### config.mk
export PLATFORM = sky130hd
export DESIGN_NAME = clock_control_multi
export DESIGN_NICKNAME = d
export VERILOG_FILES = /design/src/rtl/clock_control_multi.sv
export SDC_FILE = /design/constraint.sdc
export NUM_CORES = 1
export LEC_CHECK = 0
export CELL_PAD_IN_SITES_DETAIL_PLACEMENT = 1
export CELL_PAD_IN_SITES_GLOBAL_PLACEMENT = 1
export CORE_AREA = 2 2 180 94
export DETAILED_ROUTE_END_ITERATION = 7
export DIE_AREA = 0 0 182 96
export PLACE_DENSITY = 0.79
export RECOVER_POWER = 50
export SLEW_MARGIN = 20
export SYNTH_ARGS = -nofsm -noshare
export SYNTH_HDL_FRONTEND = slang
export SYNTH_SLANG_ARGS = --single-unit
### constraint.sdc
create_clock -name clkExternal -period 16.8 [get_ports clkExternal]
set_input_delay 3.36 -clock clkExternal [delete_from_list [all_inputs] [get_ports clkExternal]]
set_output_delay 3.36 -clock clkExternal [all_outputs]
set_load 0.05 [all_outputs]
### src/rtl/clock_control_multi.sv
// clock_control_multi: aggregates N elastic-buffer occupancies into a signed error term,
// steps the clock synthesiser with FINC/FDEC pulses, and runs per-link EB mode FSMs,
// sticky error flags and stability detectors.
//
// Pulse FSM states
//   state   | meaning
//   P_IDLE  | waiting for all enabled links in PASS and a non-zero error
//   P_PULSE | FINC or FDEC held high for PULSE_WIDTH cycles, direction latched at entry
//   P_HOLD  | both outputs low for PULSE_SPACING cycles before re-arming
//
// EbMode states (per link)
//   mode       | meaning
//   MODE_PASS  | 00 buffer centred, contributes to the error term
//   MODE_FILL  | 01 buffer refilling until occupancy reaches the midpoint
//   MODE_DRAIN | 10 buffer emptying until occupancy reaches zero
module clock_control_multi #(
  parameter int NUM_LINKS     = 4,
  parameter int COUNT_WIDTH   = 8,
  parameter int STABLE_MARGIN = 16,
  parameter int STABLE_CYCLES = 1024,
  parameter int PULSE_WIDTH   = 4,
  parameter int PULSE_SPACING = 64
) (
  input  logic                             clkExternal,
  input  logic                             rstExternal,
  input  logic [NUM_LINKS-1:0]             linkMask,
  input  logic [NUM_LINKS*COUNT_WIDTH-1:0] ebCount,
  input  logic [NUM_LINKS-1:0]             ebUnderflow,
  input  logic [NUM_LINKS-1:0]             ebOverflow,
  input  logic                             drainFifo,
  input  logic                             stabilityCheckReset,
  output logic                             FINC,
  output logic                             FDEC,
  output logic [NUM_LINKS-1:0]             Underflowed,
  output logic [NUM_LINKS-1:0]             Overflowed,
  output logic [NUM_LINKS-1:0]             isStable,
  output logic                             allStable,
  output logic [2*NUM_LINKS-1:0]           EbMode
);

  localparam int ERR_W  = COUNT_WIDTH + $clog2(NUM_LINKS) + 1;
  localparam int STAB_W = $clog2(STABLE_CYCLES + 1);
  localparam int PMAX   = (PULSE_WIDTH > PULSE_SPACING) ? PULSE_WIDTH : PULSE_SPACING;
  localparam int PCNT_W = $clog2(PMAX) + 1;

  localparam logic [COUNT_WIDTH-1:0]  MID_C    = {1'b1, {(COUNT_WIDTH-1){1'b0}}};
  localparam logic [COUNT_WIDTH-1:0]  MARGIN_C = COUNT_WIDTH'(STABLE_MARGIN);
  localparam logic signed [ERR_W-1:0] MID_E    = $signed({{(ERR_W-COUNT_WIDTH){1'b0}}, MID_C});
  localparam logic [STAB_W-1:0]       STAB_MAX = STAB_W'(STABLE_CYCLES);
  localparam logic [PCNT_W-1:0]       PW_LOAD  = PCNT_W'(PULSE_WIDTH - 1);
  localparam logic [PCNT_W-1:0]       PS_LOAD  = PCNT_W'(PULSE_SPACING - 1);

  typedef enum logic [1:0] {
    MODE_PASS  = 2'b00,
    MODE_FILL  = 2'b01,
    MODE_DRAIN = 2'b10
  } eb_mode_e;

  typedef enum logic [1:0] {
    P_IDLE  = 2'b00,
    P_PULSE = 2'b01,
    P_HOLD  = 2'b10
  } pulse_state_e;

  logic [COUNT_WIDTH-1:0]  link_cnt [NUM_LINKS];
  logic [COUNT_WIDTH-1:0]  abs_diff [NUM_LINKS];
  logic [NUM_LINKS-1:0]    in_margin;

  eb_mode_e                mode_q [NUM_LINKS];
  eb_mode_e                mode_d [NUM_LINKS];

  logic signed [ERR_W-1:0] err_q, err_d;
  logic                    blocked;

  pulse_state_e            state_q, state_d;
  logic [PCNT_W-1:0]       pcnt_q, pcnt_d;
  logic                    dir_inc_q, dir_inc_d;
  logic                    finc_q, finc_d;
  logic                    fdec_q, fdec_d;

  logic [NUM_LINKS-1:0]    und_q, und_d;
  logic [NUM_LINKS-1:0]    ovf_q, ovf_d;
  logic [STAB_W-1:0]       stab_q [NUM_LINKS];
  logic [STAB_W-1:0]       stab_d [NUM_LINKS];
  logic [NUM_LINKS-1:0]    stable_q, stable_d;
  logic                    all_q, all_d;

  // Unpack per-link occupancy and measure its distance from the midpoint
  always_comb begin
    for (int i = 0; i < NUM_LINKS; i++) begin
      link_cnt[i] = ebCount[i*COUNT_WIDTH +: COUNT_WIDTH];
      if (link_cnt[i] >= MID_C) begin
        abs_diff[i] = link_cnt[i] - MID_C;
      end else begin
        abs_diff[i] = MID_C - link_cnt[i];
      end
      in_margin[i] = (abs_diff[i] <= MARGIN_C);
    end
  end

  // Signed error sum over enabled links currently in PASS
  always_comb begin
    err_d = '0;
    for (int i = 0; i < NUM_LINKS; i++) begin
      if (linkMask[i] && (mode_q[i] == MODE_PASS)) begin
        err_d = err_d + $signed({{(ERR_W-COUNT_WIDTH){1'b0}}, link_cnt[i]}) - MID_E;
      end
    end
  end

  // Steering is suppressed while any enabled link is re-centring or nothing is enabled
  always_comb begin
    blocked = (linkMask == '0);
    for (int i = 0; i < NUM_LINKS; i++) begin
      if (linkMask[i] && (mode_q[i] != MODE_PASS)) begin
        blocked = 1'b1;
      end
    end
  end

  // Pulse FSM next-state: direction latched on entry, down-counter times PULSE and HOLD
  always_comb begin
    state_d   = state_q;
    pcnt_d    = pcnt_q;
    dir_inc_d = dir_inc_q;
    case (state_q)
      P_IDLE: begin
        if (!blocked && (err_q != '0)) begin
          state_d   = P_PULSE;
          dir_inc_d = ~err_q[ERR_W-1];
          pcnt_d    = PW_LOAD;
        end
      end
      P_PULSE: begin
        if (pcnt_q == '0) begin
          state_d = P_HOLD;
          pcnt_d  = PS_LOAD;
        end else begin
          pcnt_d = pcnt_q - 1'b1;
        end
      end
      P_HOLD: begin
        if (pcnt_q == '0) begin
          state_d = P_IDLE;
        end else begin
          pcnt_d = pcnt_q - 1'b1;
        end
      end
      default: begin
        state_d = P_IDLE;
        pcnt_d  = '0;
      end
    endcase
    finc_d = (state_d == P_PULSE) && dir_inc_d;
    fdec_d = (state_d == P_PULSE) && !dir_inc_d;
  end

  // Per-link EB mode next-state in priority order; overflow beats underflow
  always_comb begin
    for (int i = 0; i < NUM_LINKS; i++) begin
      mode_d[i] = mode_q[i];
      if (!linkMask[i]) begin
        mode_d[i] = MODE_FILL;
      end else if (drainFifo || ebOverflow[i]) begin
        mode_d[i] = MODE_DRAIN;
      end else if ((mode_q[i] == MODE_DRAIN) && (link_cnt[i] == '0)) begin
        mode_d[i] = MODE_FILL;
      end else if (ebUnderflow[i] && (mode_q[i] == MODE_PASS)) begin
        mode_d[i] = MODE_FILL;
      end else if ((mode_q[i] == MODE_FILL) && (link_cnt[i] >= MID_C)) begin
        mode_d[i] = MODE_PASS;
      end
    end
  end

  // Sticky error flags and saturating stability counters
  always_comb begin
    und_d    = und_q | (ebUnderflow & linkMask);
    ovf_d    = ovf_q | (ebOverflow & linkMask);
    stable_d = '0;
    for (int i = 0; i < NUM_LINKS; i++) begin
      if (stabilityCheckReset) begin
        stab_d[i] = '0;
      end else if (linkMask[i] && (mode_q[i] == MODE_PASS) && in_margin[i]) begin
        stab_d[i] = (stab_q[i] == STAB_MAX) ? stab_q[i] : stab_q[i] + 1'b1;
      end else begin
        stab_d[i] = '0;
      end
      stable_d[i] = (stab_d[i] == STAB_MAX);
    end
    all_d = (linkMask != '0) && ((stable_d | ~linkMask) == '1);
  end

  // State and output registers with synchronous reset
  always_ff @(posedge clkExternal) begin
    if (rstExternal) begin
      err_q     <= '0;
      state_q   <= P_IDLE;
      pcnt_q    <= '0;
      dir_inc_q <= 1'b0;
      finc_q    <= 1'b0;
      fdec_q    <= 1'b0;
      und_q     <= '0;
      ovf_q     <= '0;
      stable_q  <= '0;
      all_q     <= 1'b0;
      for (int i = 0; i < NUM_LINKS; i++) begin
        mode_q[i] <= MODE_FILL;
        stab_q[i] <= '0;
      end
    end else begin
      err_q     <= err_d;
      state_q   <= state_d;
      pcnt_q    <= pcnt_d;
      dir_inc_q <= dir_inc_d;
      finc_q    <= finc_d;
      fdec_q    <= fdec_d;
      und_q     <= und_d;
      ovf_q     <= ovf_d;
      stable_q  <= stable_d;
      all_q     <= all_d;
      for (int i = 0; i < NUM_LINKS; i++) begin
        mode_q[i] <= mode_d[i];
        stab_q[i] <= stab_d[i];
      end
    end
  end

  // Pack per-link modes onto the output bus
  always_comb begin
    EbMode = '0;
    for (int i = 0; i < NUM_LINKS; i++) begin
      EbMode[2*i +: 2] = mode_q[i];
    end
  end

  assign FINC        = finc_q;
  assign FDEC        = fdec_q;
  assign Underflowed = und_q;
  assign Overflowed  = ovf_q;
  assign isStable    = stable_q;
  assign allStable   = all_q;

endmodule

==> results.py <==
metrics = {
    "job": {
        "drv_cap": 1,
    },
    "status": {
        "status": "finished with violations",
        "violations": "max-capacitance violations, max-slew violations",
    },
    "layout": {
        "seqCellArea_um2": 1760,
        "fin_util": 0.463,
        "syn_to_final_growth_pct": 18.5,
        "post_route_cells_drive_above_1_share": 0.0462,
        "diodes": 0,
        "finalNetCount": 949,
        "fillCellCount": 1913,
        "multiInputGateArea_um2": 4230,
        "stdcell_area_um2": 7380,
    },
    "pwr": {
        "pwr-share-comb": 0.204,
        "power-per-cell-area_nw_per_um2": 72.6,
        "ir_drop_mv": 0.0614,
        "clkPwrFrac": 0.386,
        "power.internal_mw": 0.376,
        "p_total_mw": 0.536,
        "p_leak_nw": 2.96,
        "seq_power_share": 0.410,
        "switching_share": 0.298,
        "switchingPower_mw": 0.160,
    },
    "worst_setup_path": {
        "critPathRequiredTime_ps": 17050,
        "worst_setup_path_end_kind": "flip-flop",
        "arrival_ps": 10230,
        "worst_setup_path_start_kind": "input pin",
        "cp_slowest_cell": "clkdlybuf4s50_1",
        "worstPathMaxFanout": 9,
        "worstSetupPathType": "in -> reg",
        "cp_common_cell": "ha_1",
        "critPathMaxStageDelay_ps": 660,
    },
    "timing": {
        "finClkSkew_ps": 9.43,
        "finalCriticalPeriod_ps": 9970,
        "maxSlewViolCount": 42,
        "hold_viol_final": 0,
        "rsz0062_at_grt": "no",
        "finalCritPeriodShare": 0.594,
        "relSlewSlack": -0.455,
        "tns_ps": 0,
        "worst_slew_pin_slew_ps": 2180,
        "setup_violations": 0,
        "max_freq_ghz": 0.100,
    },
    "route": {
        "drtIter0Drc": 451,
        "remaining_drc_errors": 0,
        "ant_nets": 0,
        "routedWlPerCell_um": 17.6,
        "first_pass_iters": 5,
        "num_vias": 5837,
        "routed_wl_mm": 18.5,
        "viasPerCell": 5.54,
    },
    "clocking": {
        "cts_tree": "yes",
        "h-tree-depth": 3,
        "clk_latency_ps": 350,
        "cts_setup_buffers": 0,
        "holdBufCountCts": 0,
        "post_cts_resized": 0,
        "clk_path_buf_depth": 2,
        "cts.reportedPaths.clkPinSlew_ps": 60,
        "cts-root-buf": "clkbuf_16",
        "cts_buffers": 9,
        "clock-sinks": 88,
    },
    "grt": {
        "grt_pass1_wl_mm": 30.8,
        "gr-total-overflow": 0,
        "grt_pass1_vias": 5681,
        "grt_max_degree": 42,
        "antenna_found_initial": 0,
        "track_usage": 0.224,
    },
    "synth": {
        "syn_avg_cell_area_um2": 7.89,
        "yosys_warnings": 0,
        "yosysMostFrequentCell": "nor2_1",
        "ys.flop_type": "dfxtp_1",
        "synth.distinct_cells": 58,
        "synth_nets": 899,
        "yosys.area.top_type": "dfxtp_1",
        "syn_inst": 789,
        "synth_top_area_share": 0.283,
        "ys_async_sr_fraction": 0,
        "netlist_area_um2": 6230,
        "synth.area.top_cells": "dfxtp_1 28%, ha_1 12%, nor2_1 7.7%",
        "netlist_top_cells_count": "127 x nor2_1, 88 x dfxtp_1, 58 x ha_1, 53 x nand2_1, 51 x a21oi_1",
        "yosys_register_bits": 88,
        "synth_edf_count": 0,
        "yosysSeqAreaShare": 0.283,
    },
    "die": {
        "die_x_um": 182,
        "rows": 33,
        "coreArea_um2": 15900,
        "fp.dieH_um": 96,
        "start_util": 0.391,
        "ios": 71,
        "dieArea_um2": 17500,
    },
    "placed_design": {
        "gp_congestion": 0.890,
        "port_buffers": 70,
        "place_area_um2": 7080,
        "dp_hpwl_mm": 14.4,
    },
    "worst_hold_path": {
        "hold_class": "reg -> reg",
    },
}
==> layout make-up <==
| class | instances | share of cell area |
|---|---|---|
| Multi-Input combinational cell | 638 | 0.574 |
| Sequential cell | 88 | 0.239 |
| Timing Repair Buffer | 71 | 0.0955 |
| Tap cell | 210 | 0.0356 |
| Clock buffer | 10 | 0.0310 |
| Inverter | 31 | 0.0158 |
| Clock inverter | 6 | 0.00933 |
==> cells in the final DEF (no fill, tap or decap), drive strengths merged, types with 6 or more instances in the layout <==
cell type / n
nand2: 53
o31ai: 7
nand4: 6
nor2: 127
inv: 32
clkdlybuf4s50: 46
ha: 58
and3: 15
clkbuf: 11
nand2b: 12
xnor2: 39
nor3: 26
nand3: 26
xor2: 24
nor4: 7
dfxtp: 88
o21ai: 34
nor4b: 6
a21o: 18
dlygate4sd3: 24
or4: 9
a31oi: 7
or2: 7
a211oi: 11
a21oi: 51
and2: 14
mux2: 7
nor3b: 9
==> power by group through the flow <==
| stage | clock network [mW] | logic (mW) | registers [mW] |
|---|---|---|---|
| floorplan | 0 | 0.0612 | 0.231 |
| global placement | 0 | 0.106 | 0.224 |
| detailed placement | 0 | 0.108 | 0.224 |
| CTS | 0.213 | 0.109 | 0.219 |
| global route | 0.220 | 0.121 | 0.220 |
| finish | 0.207 | 0.109 | 0.219 |
==> metrics by stage <==
stage                     std cells  hold WS, ps  worst slack (ps)
final                          1054          478              6830
after global routing           1054          507              6350
after CTS                      1054          482              6900
after detailed placement       1038          471              6580
after global placement         1038          452              6790
after floorplan                 789          445              7950
==> per-layer routing <==
metal  part of all wire  routed length [um]  track usage
met1               0.57               10600        0.356
met3              0.055                1020       0.0439
met5                  0                   0            0
met4             0.0058                 108       0.0363
met2               0.37                6790        0.309
==> path summary, 6_finish.rpt <==
kind / cells after the start / startpoint / end / slack, ps
setup / recovery: 26 / linkMask[0] / err_q[10] / 6830
hold / removal: 2 / pcnt_q[1] / pcnt_q[1] / 480
hold reg to reg: 2 / pcnt_q[1] / pcnt_q[1] / 480
setup reg to reg: 25 / mode_q[0][0] / err_q[10] / 10160
==> state kept, by name, indices dropped and copies added, names as in the netlist <==
register / count
stab_q: 44
err_q: 11
mode_q: 8
pcnt_q: 7
Overflowed: 4
Underflowed: 4
isStable: 4
state_q: 2
FDEC: 1
FINC: 1
allStable: 1
dir_inc_q: 1
==> cells by family (layout without fill, tap and decap cells) <==
group | Yosys count | in the layout | synth area share
XOR/XNOR | 63 | 63 | 0.0886
AND/OR/NAND/NOR | 334 | 334 | 0.264
multiplexers | 11 | 11 | 0.0191
flip-flops | 88 | 88 | 0.283
buffers and inverters | 63 | 118 | 0.0380
AO/OA/AOI/OAI | 165 | 165 | 0.173
adder cells (fa/ha/maj) | 65 | 65 | 0.135
==> worst max-delay path: cells and delay by family <==
family / cells / cell delay, ps
compound gates: 8 / 1710
xor+xnor: 2 / 280
fa+ha+maj: 7 / 2070
buf+inv: 1 / 660
simple gates: 8 / 2140
Power figures use the tool's default switching activity.
